File: config.mk
export PLATFORM = sky130hd
export DESIGN_NAME = stable_counter_timer
export DESIGN_NICKNAME = d
export VERILOG_FILES = /design/src/rtl/stable_counter_timer_pkg.sv /design/src/rtl/stable_counter_timer_timer_core.sv /design/src/rtl/stable_counter_timer.sv
export SDC_FILE = /design/constraint.sdc
export NUM_CORES = 1
export LEC_CHECK = 0
export ABC_AREA = 0
export BUFFER_PORTS_ARGS = -buffer_cell sky130_fd_sc_hd__buf_4
export CORE_ASPECT_RATIO = 2
export CORE_MARGIN = 2
export CORE_UTILIZATION = 62
export CTS_BUF_LIST = sky130_fd_sc_hd__clkbuf_16
export CTS_CLUSTER_SIZE = 25
export DETAILED_ROUTE_END_ITERATION = 6
export HOLD_SLACK_MARGIN = 0.12
export PLACE_DENSITY = 0.89
export SLEW_MARGIN = 20
export SYNTH_ARGS = -nofsm -noshare
export SYNTH_HDL_FRONTEND = slang
export SYNTH_SLANG_ARGS = --single-unit
File: constraint.sdc
create_clock -name clk -period 6.25 [get_ports clk]
set_input_delay 0 -clock clk [delete_from_list [all_inputs] [get_ports clk]]
set_output_delay 0 -clock clk [all_outputs]
set_load 0.005 [all_outputs]
File: src/rtl/stable_counter_timer_pkg.sv
// Shared encodings for the stable counter / timer block: rdcnt opcodes,
// CSR numbers, TCFG field positions and the masked CSR write helper.
package stable_counter_timer_pkg;

  typedef enum logic [1:0] {
    RDCNT_OP_VL  = 2'd0,
    RDCNT_OP_VH  = 2'd1,
    RDCNT_OP_ID  = 2'd2,
    RDCNT_OP_RSV = 2'd3
  } rdcnt_op_e;

  localparam logic [13:0] CSR_TID   = 14'h40;
  localparam logic [13:0] CSR_TCFG  = 14'h41;
  localparam logic [13:0] CSR_TVAL  = 14'h42;
  localparam logic [13:0] CSR_TICLR = 14'h44;

  localparam int TCFG_EN          = 0;
  localparam int TCFG_PERIODIC    = 1;
  localparam int TCFG_INITVAL_LSB = 2;

  function automatic logic [31:0] masked_write(input logic [31:0] old_val,
                                               input logic [31:0] wdata,
                                               input logic [31:0] wmask);
    return (old_val & ~wmask) | (wdata & wmask);
  endfunction

endpackage

File: src/rtl/stable_counter_timer_timer_core.sv
// Constant-frequency timer: TCFG, TVAL down-counter and the sticky timer
// interrupt, with masked TCFG writes and TICLR clears from the parent.
module stable_counter_timer_timer_core
  import stable_counter_timer_pkg::*;
#(
  parameter int TIMER_W = 32
) (
  input  logic               clk,
  input  logic               reset,
  input  logic               tcfg_we,
  input  logic               ticlr_clr,
  input  logic [31:0]        csr_wmask,
  input  logic [31:0]        csr_wdata,
  output logic [TIMER_W-1:0] tcfg,
  output logic [TIMER_W-1:0] tval,
  output logic               timer_int
);

  logic [TIMER_W-1:0] tcfg_reg;
  logic [TIMER_W-1:0] tcfg_next;
  logic [TIMER_W-1:0] tval_reg;
  logic [TIMER_W-1:0] reload_val;
  logic [TIMER_W-1:0] load_val;
  logic               int_reg;
  logic               expire;

  genvar gi;
  generate
    for (gi = 0; gi < TIMER_W; gi++) begin : g_tcfg_bit
      assign tcfg_next[gi] = csr_wmask[gi] ? csr_wdata[gi] : tcfg_reg[gi];
    end
  endgenerate

  assign reload_val = {tcfg_reg[TIMER_W-1:TCFG_INITVAL_LSB], 2'b00};
  assign load_val   = {tcfg_next[TIMER_W-1:TCFG_INITVAL_LSB], 2'b00};
  assign expire     = tcfg_reg[TCFG_EN] && (tval_reg == TIMER_W'(1));

  always_ff @(posedge clk) begin
    if (reset) begin
      tcfg_reg <= '0;
      tval_reg <= '0;
      int_reg  <= 1'b0;
    end else begin
      // A TCFG write restarts the timer and overrides this cycle's countdown.
      if (tcfg_we) begin
        tcfg_reg <= tcfg_next;
        tval_reg <= load_val;
      end else if (tcfg_reg[TCFG_EN]) begin
        if (tval_reg != '0)
          tval_reg <= tval_reg - TIMER_W'(1);
        else if (tcfg_reg[TCFG_PERIODIC])
          tval_reg <= reload_val;
      end

      // Expiry set beats a simultaneous TICLR clear.
      if (expire && !tcfg_we)
        int_reg <= 1'b1;
      else if (ticlr_clr)
        int_reg <= 1'b0;
    end
  end

  assign tcfg      = tcfg_reg;
  assign tval      = tval_reg;
  assign timer_int = int_reg;

endmodule

File: src/rtl/stable_counter_timer.sv
// RDCNT responder: 64-bit stable counter, TID CSR, counter-read handshake
// toward EX, and the CSR port for TID/TCFG/TVAL/TICLR.
module stable_counter_timer
  import stable_counter_timer_pkg::*;
#(
  parameter int          CNT_W     = 64,
  parameter int          TIMER_W   = 32,
  parameter logic [31:0] TID_RESET = 32'h0
) (
  input  logic        clk,
  input  logic        reset,
  input  logic        rd_valid,
  input  logic [1:0]  rd_op,
  output logic        rd_ready,
  output logic        resp_valid,
  input  logic        resp_ready,
  output logic [31:0] resp_data,
  input  logic        csr_we,
  input  logic [13:0] csr_num,
  input  logic [31:0] csr_wmask,
  input  logic [31:0] csr_wdata,
  output logic        csr_hit,
  output logic [31:0] csr_rdata,
  output logic        timer_int
);

  logic [CNT_W-1:0]   cnt_reg;
  logic [CNT_W-1:0]   cnt_next;
  logic [31:0]        tid_reg;
  logic [31:0]        tid_next;
  logic               resp_valid_reg;
  logic [31:0]        resp_data_reg;
  logic [31:0]        rd_value;
  logic               accept;
  logic               tid_we;
  logic               tcfg_we;
  logic               ticlr_clr;
  logic [TIMER_W-1:0] tcfg;
  logic [TIMER_W-1:0] tval;

  assign cnt_next  = cnt_reg + CNT_W'(1);
  assign rd_ready  = !resp_valid_reg || resp_ready;
  assign accept    = rd_valid && rd_ready;
  assign tid_we    = csr_we && (csr_num == CSR_TID);
  assign tcfg_we   = csr_we && (csr_num == CSR_TCFG);
  assign ticlr_clr = csr_we && (csr_num == CSR_TICLR) && csr_wmask[0] && csr_wdata[0];
  assign tid_next  = masked_write(tid_reg, csr_wdata, csr_wmask);

  // Sampled from the current registers, so a same-cycle TID write returns the old TID.
  always_comb begin
    rd_value = '0;
    case (rdcnt_op_e'(rd_op))
      RDCNT_OP_VL:  rd_value = cnt_reg[31:0];
      RDCNT_OP_VH:  rd_value = 32'(cnt_reg[CNT_W-1:32]);
      RDCNT_OP_ID:  rd_value = tid_reg;
      RDCNT_OP_RSV: rd_value = '0;
      default:      rd_value = '0;
    endcase
  end

  always_ff @(posedge clk) begin
    if (reset) begin
      cnt_reg        <= '0;
      tid_reg        <= TID_RESET;
      resp_valid_reg <= 1'b0;
      resp_data_reg  <= '0;
    end else begin
      cnt_reg <= cnt_next;
      if (tid_we)
        tid_reg <= tid_next;
      if (accept) begin
        resp_valid_reg <= 1'b1;
        resp_data_reg  <= rd_value;
      end else if (resp_ready) begin
        resp_valid_reg <= 1'b0;
      end
    end
  end

  assign resp_valid = resp_valid_reg;
  assign resp_data  = resp_data_reg;

  stable_counter_timer_timer_core #(
    .TIMER_W(TIMER_W)
  ) u_timer_core (
    .clk       (clk),
    .reset     (reset),
    .tcfg_we   (tcfg_we),
    .ticlr_clr (ticlr_clr),
    .csr_wmask (csr_wmask),
    .csr_wdata (csr_wdata),
    .tcfg      (tcfg),
    .tval      (tval),
    .timer_int (timer_int)
  );

  always_comb begin
    csr_hit   = 1'b1;
    csr_rdata = '0;
    case (csr_num)
      CSR_TID:   csr_rdata = tid_reg;
      CSR_TCFG:  csr_rdata = 32'(tcfg);
      CSR_TVAL:  csr_rdata = 32'(tval);
      CSR_TICLR: csr_rdata = '0;
      default:   csr_hit   = 1'b0;
    endcase
  end

endmodule

==> flow_summary_export.csv, run 1 <==
group,metric,value,unit
die,die_area,0.0179,mm^2
cts,cts_hold_buf,131,
cts,cts_tree,"built",
synth,yosysUniqueCellTypes,66,
synth,synthXorXnorAreaFrac,6.48,%
die,fp-row-count,67,
critical_path,crit_arrival,3.73,ns
cts,clock-sinks,194,
die,die_width,95.6,um
critical_path,critPathLaunchType,"flop",
grt,grt_use_total,38.2,%
die,core_area,0.0166,mm^2
layout,layout-drive-gt1-share,14.2,%
synth,yosys_register_bits,194,
flow_run,cap_violations,0,
sta,final.setup.tns,0,ns
synth,synth_edf_count,0,
status,status,"finished, violations left",
power_and_ir_drop,ir_drop,0.182,mV
synth,synth_top_family_by_area,"simple AND/OR/NAND/NOR gates",
grt,grt_pass1_vias,11199,
placement,place_area,0.0115,mm^2
sta,slew_viol_final,0,
placement,dp_hpwl,21100,um
drt,drt-initial-drc-count,1316,
die,fp.dieH,187,um
status,violations,"DRC",
cts,clk_latency,0.44,ns
drt,viasPerCell,6.49,
sta,fmax,0.289,GHz
layout,final_cell_count_no_fill,1756,
min_path,min_from,"rd_op[0]",
critical_path,slowest_delay,0.85,ns
synth,synth_area,0.0104,mm^2
sta,fin_skew,0.00911,ns
power_and_ir_drop,power_frac_clock,42.6,%
critical_path,cp_max_fo,15,
sta,period_share,55.3,%
layout,layout_commonest_cell,"dfxtp_1",
layout,area_growth,28.3,%
synth,syn_nets,1416,
synth,yosysSeqAreaShare,37.3,%
power_and_ir_drop,switching_share,24.8,%
power_and_ir_drop,seqPwrFrac,49.4,%
cts,cts_buffers,17,
synth,synthAdderAreaFrac,0.577,%
critical_path,rr_startpoint,"u_timer_core.tval[4]$_SDFFE_PP0P_",
power_and_ir_drop,leakage,5.24,nW
critical_path,critPathKind,"reg2reg",
power_and_ir_drop,switchingPower,0.633,mW
die,initial_core_util,62.7,%
grt,grt_pass1_wl,54800,um
layout,fin_nets,1625,
grt,grt_overflow_total,0,
critical_path,reg2reg_to,"u_timer_core.tval[13]$_SDFFE_PP0P_",
min_path,whs_path_depth,4,
layout,multiInputGateArea,0.00594,mm^2
sta,slew_headroom,27.6,%
cts,clk_path_buf_depth,2,
synth,muxShareOfSynthArea,6.64,%
placement,place_inst,1593,
critical_path,end_kind,"flop",
drt,remaining_drc_errors,29,
drt,antenna_left,0,
drt,drt_first_pass_iters,7,
critical_path,r2r_setup_slack,2.80,ns
cts,cts_setup_buffers,0,
synth,synth_cells,1327,
cts,cts_resized,0,
min_path,whs_endpoint,"resp_data[27]$_SDFFE_PP0P_",
critical_path,crit_buf_inv,0,
cts,clk_pin_slew_worst_paths,0.08,ns
synth,synth_ff_type,"dfxtp_1",
sta,worstMarginPinSlew,1.09,ns
synth,yosysWarnings,0,
power_and_ir_drop,p_int,1.92,mW
die,ios,153,
layout,final_cell_area,0.0134,mm^2
grt,grt_max_degree,105,
placement,gp_congestion,0.921,
layout,n_antenna_cell,0,
drt,vias,11399,
sta,rsz0062_at_grt,"false",
drt,routed_wirelength,34600,um
grt,antenna_found_initial,0,
critical_path,r2r_cells,5,
sta,period_needed,3.45,ns
layout,final_cell_mix,"194 x dfxtp_1, 178 x nor2_1, 162 x buf_4",
critical_path,crit_family,"simple AND/OR/NAND/NOR gates",
sta,finalSetupViolations,0,
synth,synthArstFlopShare,0,%
sta,finalHoldViolations,0,
synth,synth-simple-area-share,26.4,%
layout,register_area,0.00388,mm^2
cts,htree_levels,4,
power_and_ir_drop,share_comb_of_total_power,8.0,%
power_and_ir_drop,cellPowerDensity,191,mW/mm^2
min_path,min-delay-path-class,"in2reg",
critical_path,worstPathRequired,6.52,ns
layout,fillers,1062,
cts,cts_root_buf,"clkbuf_16",
drt,wire_per_inst,19.7,um
critical_path,cp_cell_sequence,"or4_4 -> nor4_2 -> nand3_1 -> o21ai_0 -> o32ai_1",
placement,io_buffer_count,152,
synth,synth_compound_area_share,16.8,%
critical_path,cp_slowest_cell,"o21ai_0",
synth,avgSynthCellArea,7.85,um^2
==> worst min-delay path, stage by stage <==
cell,delay (ns)
buf_4,0.30
nor2_1,0.09
a21oi_1,0.11
a211oi_1,0.08
==> cell usage after synthesis (all sizes together), types with 12 or more instances <==
| cell | number | share of area, % |
|---|---|---|
| nor3 | 26 | 1.4 |
| nor4 | 37 | 2.3 |
| a31oi | 13 | 0.78 |
| nor2 | 178 | 6.4 |
| o21ai | 12 | 0.58 |
| dfxtp | 194 | 37 |
| a222oi | 32 | 3.1 |
| xor2 | 27 | 2.3 |
| nand3 | 93 | 4.5 |
| clkbuf | 85 | 3.1 |
| buf | 18 | 1.2 |
| inv | 46 | 1.7 |
| mux2i | 59 | 5.7 |
| nand4 | 22 | 1.3 |
| xnor2 | 50 | 4.2 |
| a211oi | 38 | 2.7 |
| nand2 | 153 | 5.5 |
| a21oi | 110 | 5.3 |
==> cell type report <==
type	instances	share of cell area (%)
inverters	46	1.29
clock inverters	15	1.12
repair buffers	293	18.9
flip-flops and latches	194	29.1
well taps	207	1.94
clock buffers	17	3.18
multi-input cells	984	44.5
==> power groups by stage <==
stage	clock network [mW]	registers (mW)	logic, mW
2_1_floorplan	0	1.29	0.0727
3_3_place_gp	0	1.29	0.161
3_5_place_dp	0	1.29	0.165
4_1_cts	1.08	1.26	0.200
5_1_grt	1.13	1.26	0.220
6_report	1.09	1.26	0.205
==> cell families after synthesis <==
| logic type | after synthesis |
|---|---|
| buf+inv | 149 |
| fa+ha+maj | 5 |
| flops | 194 |
| mux | 68 |
| compound gates | 256 |
| simple gates | 578 |
| xor+xnor | 77 |
==> through the flow <==
step	setup slack [ns]	power [mW]	hold slack, ns	utilization [%]
6_report	2.80	2.55	0.205	80.5
5_1_grt	2.54	2.61	0.242	80.5
4_1_cts	2.67	2.54	0.185	80.5
3_5_place_dp	2.91	1.45	0.255	69.1
3_3_place_gp	3.01	1.45	0.244	69.1
2_1_floorplan	3.59	1.36	0.119	-
==> worst max-delay path by stage <==
stage	from	to	slack [ns]	depth (start not counted)
after floorplan	u_timer_core.tval[4]$_SDFFE_PP0P_	u_timer_core.tval[27]$_SDFFE_PP0P_	3.59	10
after global placement	u_timer_core.tval[4]$_SDFFE_PP0P_	u_timer_core.tval[15]$_SDFFE_PP0P_	3.01	7
after detailed placement	u_timer_core.tval[4]$_SDFFE_PP0P_	u_timer_core.tval[13]$_SDFFE_PP0P_	2.91	5
after CTS	csr_num[0]	flop	2.67	11
after global routing	u_timer_core.tval[4]$_SDFFE_PP0P_	u_timer_core.tval[19]$_SDFFE_PP0P_	2.54	5
final	u_timer_core.tval[4]$_SDFFE_PP0P_	u_timer_core.tval[13]$_SDFFE_PP0P_	2.80	5
==> routing by layer <==
metal  routed length [um]  vias to the layer above  global-route usage (%)
met5                    0                        -                       0
met4                 2520                        0                    26.8
met3                 2700                      167                    5.88
met2                16800                      706                    62.2
met1                12700                     5354                    44.6
li1                     -                     5172                       -
Power figures use the tool's default switching activity.
==> inputs of run 2 (changes only) <==
--- a/config.mk
+++ b/config.mk
@@ -5,16 +5,16 @@
 export SDC_FILE = /design/constraint.sdc
 export NUM_CORES = 1
 export LEC_CHECK = 0
-export ABC_AREA = 0
+export ABC_AREA = 1
 export BUFFER_PORTS_ARGS = -buffer_cell sky130_fd_sc_hd__buf_4
 export CORE_ASPECT_RATIO = 2
 export CORE_MARGIN = 2
-export CORE_UTILIZATION = 62
+export CORE_UTILIZATION = 53
 export CTS_BUF_LIST = sky130_fd_sc_hd__clkbuf_16
 export CTS_CLUSTER_SIZE = 25
 export DETAILED_ROUTE_END_ITERATION = 6
 export HOLD_SLACK_MARGIN = 0.12
-export PLACE_DENSITY = 0.89
+export PLACE_DENSITY = 0.8
 export SLEW_MARGIN = 20
 export SYNTH_ARGS = -nofsm -noshare
 export SYNTH_HDL_FRONTEND = slang
==> constraint.sdc (replaced) <==
create_clock -name clk -period 2.78 [get_ports clk]
set_input_delay 0 -clock clk [delete_from_list [all_inputs] [get_ports clk]]
set_output_delay 0 -clock clk [all_outputs]
set_load 0.005 [all_outputs]
==> run 2 against run 1 <==
Effect of this change: the flow still finishes with violations (DRC); routed wire length rose by 53%; combinational power rose by 140%; clock skew barely moved; register-to-register slack got worse by 2.3 ns; clock power rose by 150%; non-clock buffer count rose by 23; flip-flop and latch count did not move; via count rose by 25%; synthesized area rose by 9.0%; synthesized cell count rose by 34%; cell count rose by 32%; setup slack got worse by 2.8 ns.
==> flow_summary_export.csv, run 2 <==
group,metric,value,unit
critical_path,worstPathRequired,3.19,ns
synth,syn_nets,1861,
synth,synth_area,0.0113,mm^2
sta,finalHoldViolations,0,
layout,fillers,1745,
grt,grt_use_total,46.1,%
synth,synth_top_area_share,34.2,%
min_path,whs_path_depth,5,
critical_path,cp_max_fo,7,
flow_run,cap_violations,0,
grt,grt_max_degree,65,
cts,clock-sinks,194,
synth,synth_cells,1772,
synth,yosysMostFrequentCell,"nand2_1",
sta,period_share,99.0,%
drt,remaining_drc_errors,1,
sta,slew_headroom,42.1,%
die,initial_core_util,54.0,%
die,die_width,107,um
cts,cts_buffers,17,
power_and_ir_drop,ir_drop,0.468,mV
synth,synth_ff_type,"dfxtp_1",
synth,synthArstFlopShare,0,%
sta,worstMarginPinSlew,0.869,ns
placement,gp_congestion,1.02,
cts,clk_pin_slew_worst_paths,0.08,ns
cts,cts_tree,"built",
grt,grt_pass1_wl,77800,um
cts,htree_levels,4,
synth,yosysTopAreaCell,"dfxtp_1",
sta,period_needed,2.75,ns
drt,routed_wirelength,52900,um
sta,rsz0062_at_grt,"false",
synth,yosys_register_bits,194,
power_and_ir_drop,leakage,5.83,nW
drt,antenna_left,0,
drt,drt-initial-drc-count,1587,
layout,area_growth,30.0,%
die,die_area,0.0227,mm^2
die,core_area,0.0210,mm^2
drt,vias,14230,
grt,grt_overflow_total,0,
sta,final.setup.tns,0,ns
synth,synth_edf_count,0,
placement,dp_hpwl,36900,um
sta,fin_skew,0.00942,ns
sta,finalSetupViolations,0,
sta,finalWorstSetupSlack,0.0275,ns
die,fp-row-count,75,
cts,clk_path_buf_depth,2,
synth,yosysUniqueCellTypes,46,
synth,synth_common_cells,"511 x nand2_1, 194 x dfxtp_1, 191 x nor2_1",
critical_path,critPathLaunchType,"input port",
synth,yosysSeqAreaShare,34.2,%
cts,cts_setup_buffers,0,
layout,fin_nets,2126,
sta,slew_viol_final,0,
cts,cts_root_buf,"clkbuf_16",
layout,layout_commonest_cell,"nand2_1",
placement,io_buffer_count,152,
die,fp.dieH,211,um
critical_path,end_kind,"flop",
power_and_ir_drop,cellPowerDensity,408,mW/mm^2
grt,grt_pass1_vias,14155,
drt,drt_first_pass_iters,7,
min_path,min-delay-path-class,"in2reg",
synth,avgSynthCellArea,6.40,um^2
critical_path,crit_arrival,3.16,ns
synth,synth.area.top_cells,"dfxtp_1 34%, nand2_1 17%, nand3_1 6.4%, nor2_1 6.3%, inv_1 5.6%",
sta,fmax,0.363,GHz
die,ios,153,
grt,antenna_found_initial,3,
status,status,"finished, violations left",
placement,post-place-ws,0.598,ns
synth,yosysWarnings,0,
drt,viasPerCell,6.13,
layout,final_cell_mix,"510 x nand2_1, 194 x dfxtp_1, 193 x buf_4",
drt,wire_per_inst,22.8,um
status,violations,"DRC",
critical_path,r2r_cells,10,
cts,clk_latency,0.47,ns
critical_path,critPathKind,"in2reg",
layout,layout-drive-gt1-share,14.6,%
-- run 2: cell count changes in the layout (fill, tap and decap cells not counted), sizes merged, moves of 36 or more --
cell,previous run,this run
xnor2,50,2
nand3,93,150
a211oi,38,2
inv,54,183
o21ai,12,97
nand2,153,522
nor2,178,217
mux2i,59,0
-- run 2: cells by family after synthesis --
family | share of synthesized area [%]
AND/OR/NAND/NOR | 38.3
adder cells (fa/ha/maj) | 0.441
buffers and inverters | 8.72
XOR/XNOR | 1.16
AO/OA/AOI/OAI | 17.1
flip-flops | 34.2
-- run 2: layout make-up --
| cell class | count | area, um^2 | area share, % |
|---|---|---|---|
| well taps | 269 | 337 | 2.28 |
| multi-input cells | 1330 | 6500 | 44.1 |
| clock buffers | 17 | 425 | 2.88 |
| inverters | 178 | 673 | 4.56 |
| repair buffers | 316 | 2740 | 18.5 |
| flip-flops and latches | 194 | 3880 | 26.3 |
| diodes | 2 | 5.00 | 0.0339 |
| clock inverters | 15 | 193 | 1.31 |
-- run 2: metal layers --
metal  track usage [%]  wire [um]  up-vias
met5                 0         11        -
met4              46.2       7110        2
met3              11.8       4230      401
met2              79.9      26000      893
met1              41.4      15600     6499
li1                  -          -     6435
-- run 2: stage by stage --
| stage | instances | utilization [%] | hold WS (ns) | cell area, um^2 | power (mW) |
|---|---|---|---|---|---|
| final | 2321 | 70.2 | 0.139 | 14800 | 6.01 |
| after detailed placement | 2166 | 61.1 | 0.294 | 12900 | 3.28 |
| after CTS | 2316 | 69.7 | 0.132 | 14700 | 5.98 |
| after floorplan | 1772 | - | 0.0998 | 11300 | 3.05 |
| after global placement | 2166 | 61.1 | 0.285 | 12900 | 3.28 |
| after global routing | 2320 | 70.2 | 0.156 | 14800 | 6.13 |
-- run 2: where the power goes --
part           leakage (nW)  switching [mW]  internal (mW)  total [mW]
logic                  3.95           0.266          0.229       0.495
clock network         0.305            1.18           1.50        2.68
registers              1.57          0.0245           2.81        2.84
-- run 2: path summary, 6_finish.rpt --
check | start | endpoint | slack, ns
worst max-delay path | csr_num[2] | flop | 0.03
worst min register to register | u_timer_core.timer_int$_SDFFE_PP0P_ | u_timer_core.timer_int$_SDFFE_PP0P_ | 0.46
worst min-delay path | rd_op[0] | resp_data[16]$_SDFFE_PP0P_ | 0.14
worst max register to register | u_timer_core.tval[17]$_SDFFE_PP0P_ | u_timer_core.tval[26]$_SDFFE_PP0P_ | 0.54
-- run 2: critical path, stage by stage --
cell	delay, ns
dlygate4sd3_1	0.55
buf_4	0.16
inv_2	0.06
nand2_2	0.10
inv_2	0.09
nand3_2	0.08
nor3_2	0.17
nand2_1	0.10
buf_6	0.18
inv_6	0.11
clkbuf_16	0.19
nand3_1	0.07
dlygate4sd3_1	0.56
a21oi_1	0.17
dlygate4sd3_1	0.58
-- run 2: timing repair --
item	CTS	global route
hold buffers	118	0
endpoints found under the setup margin	0	15
hold endpoints to repair	110	0
gates resized for setup	0	7
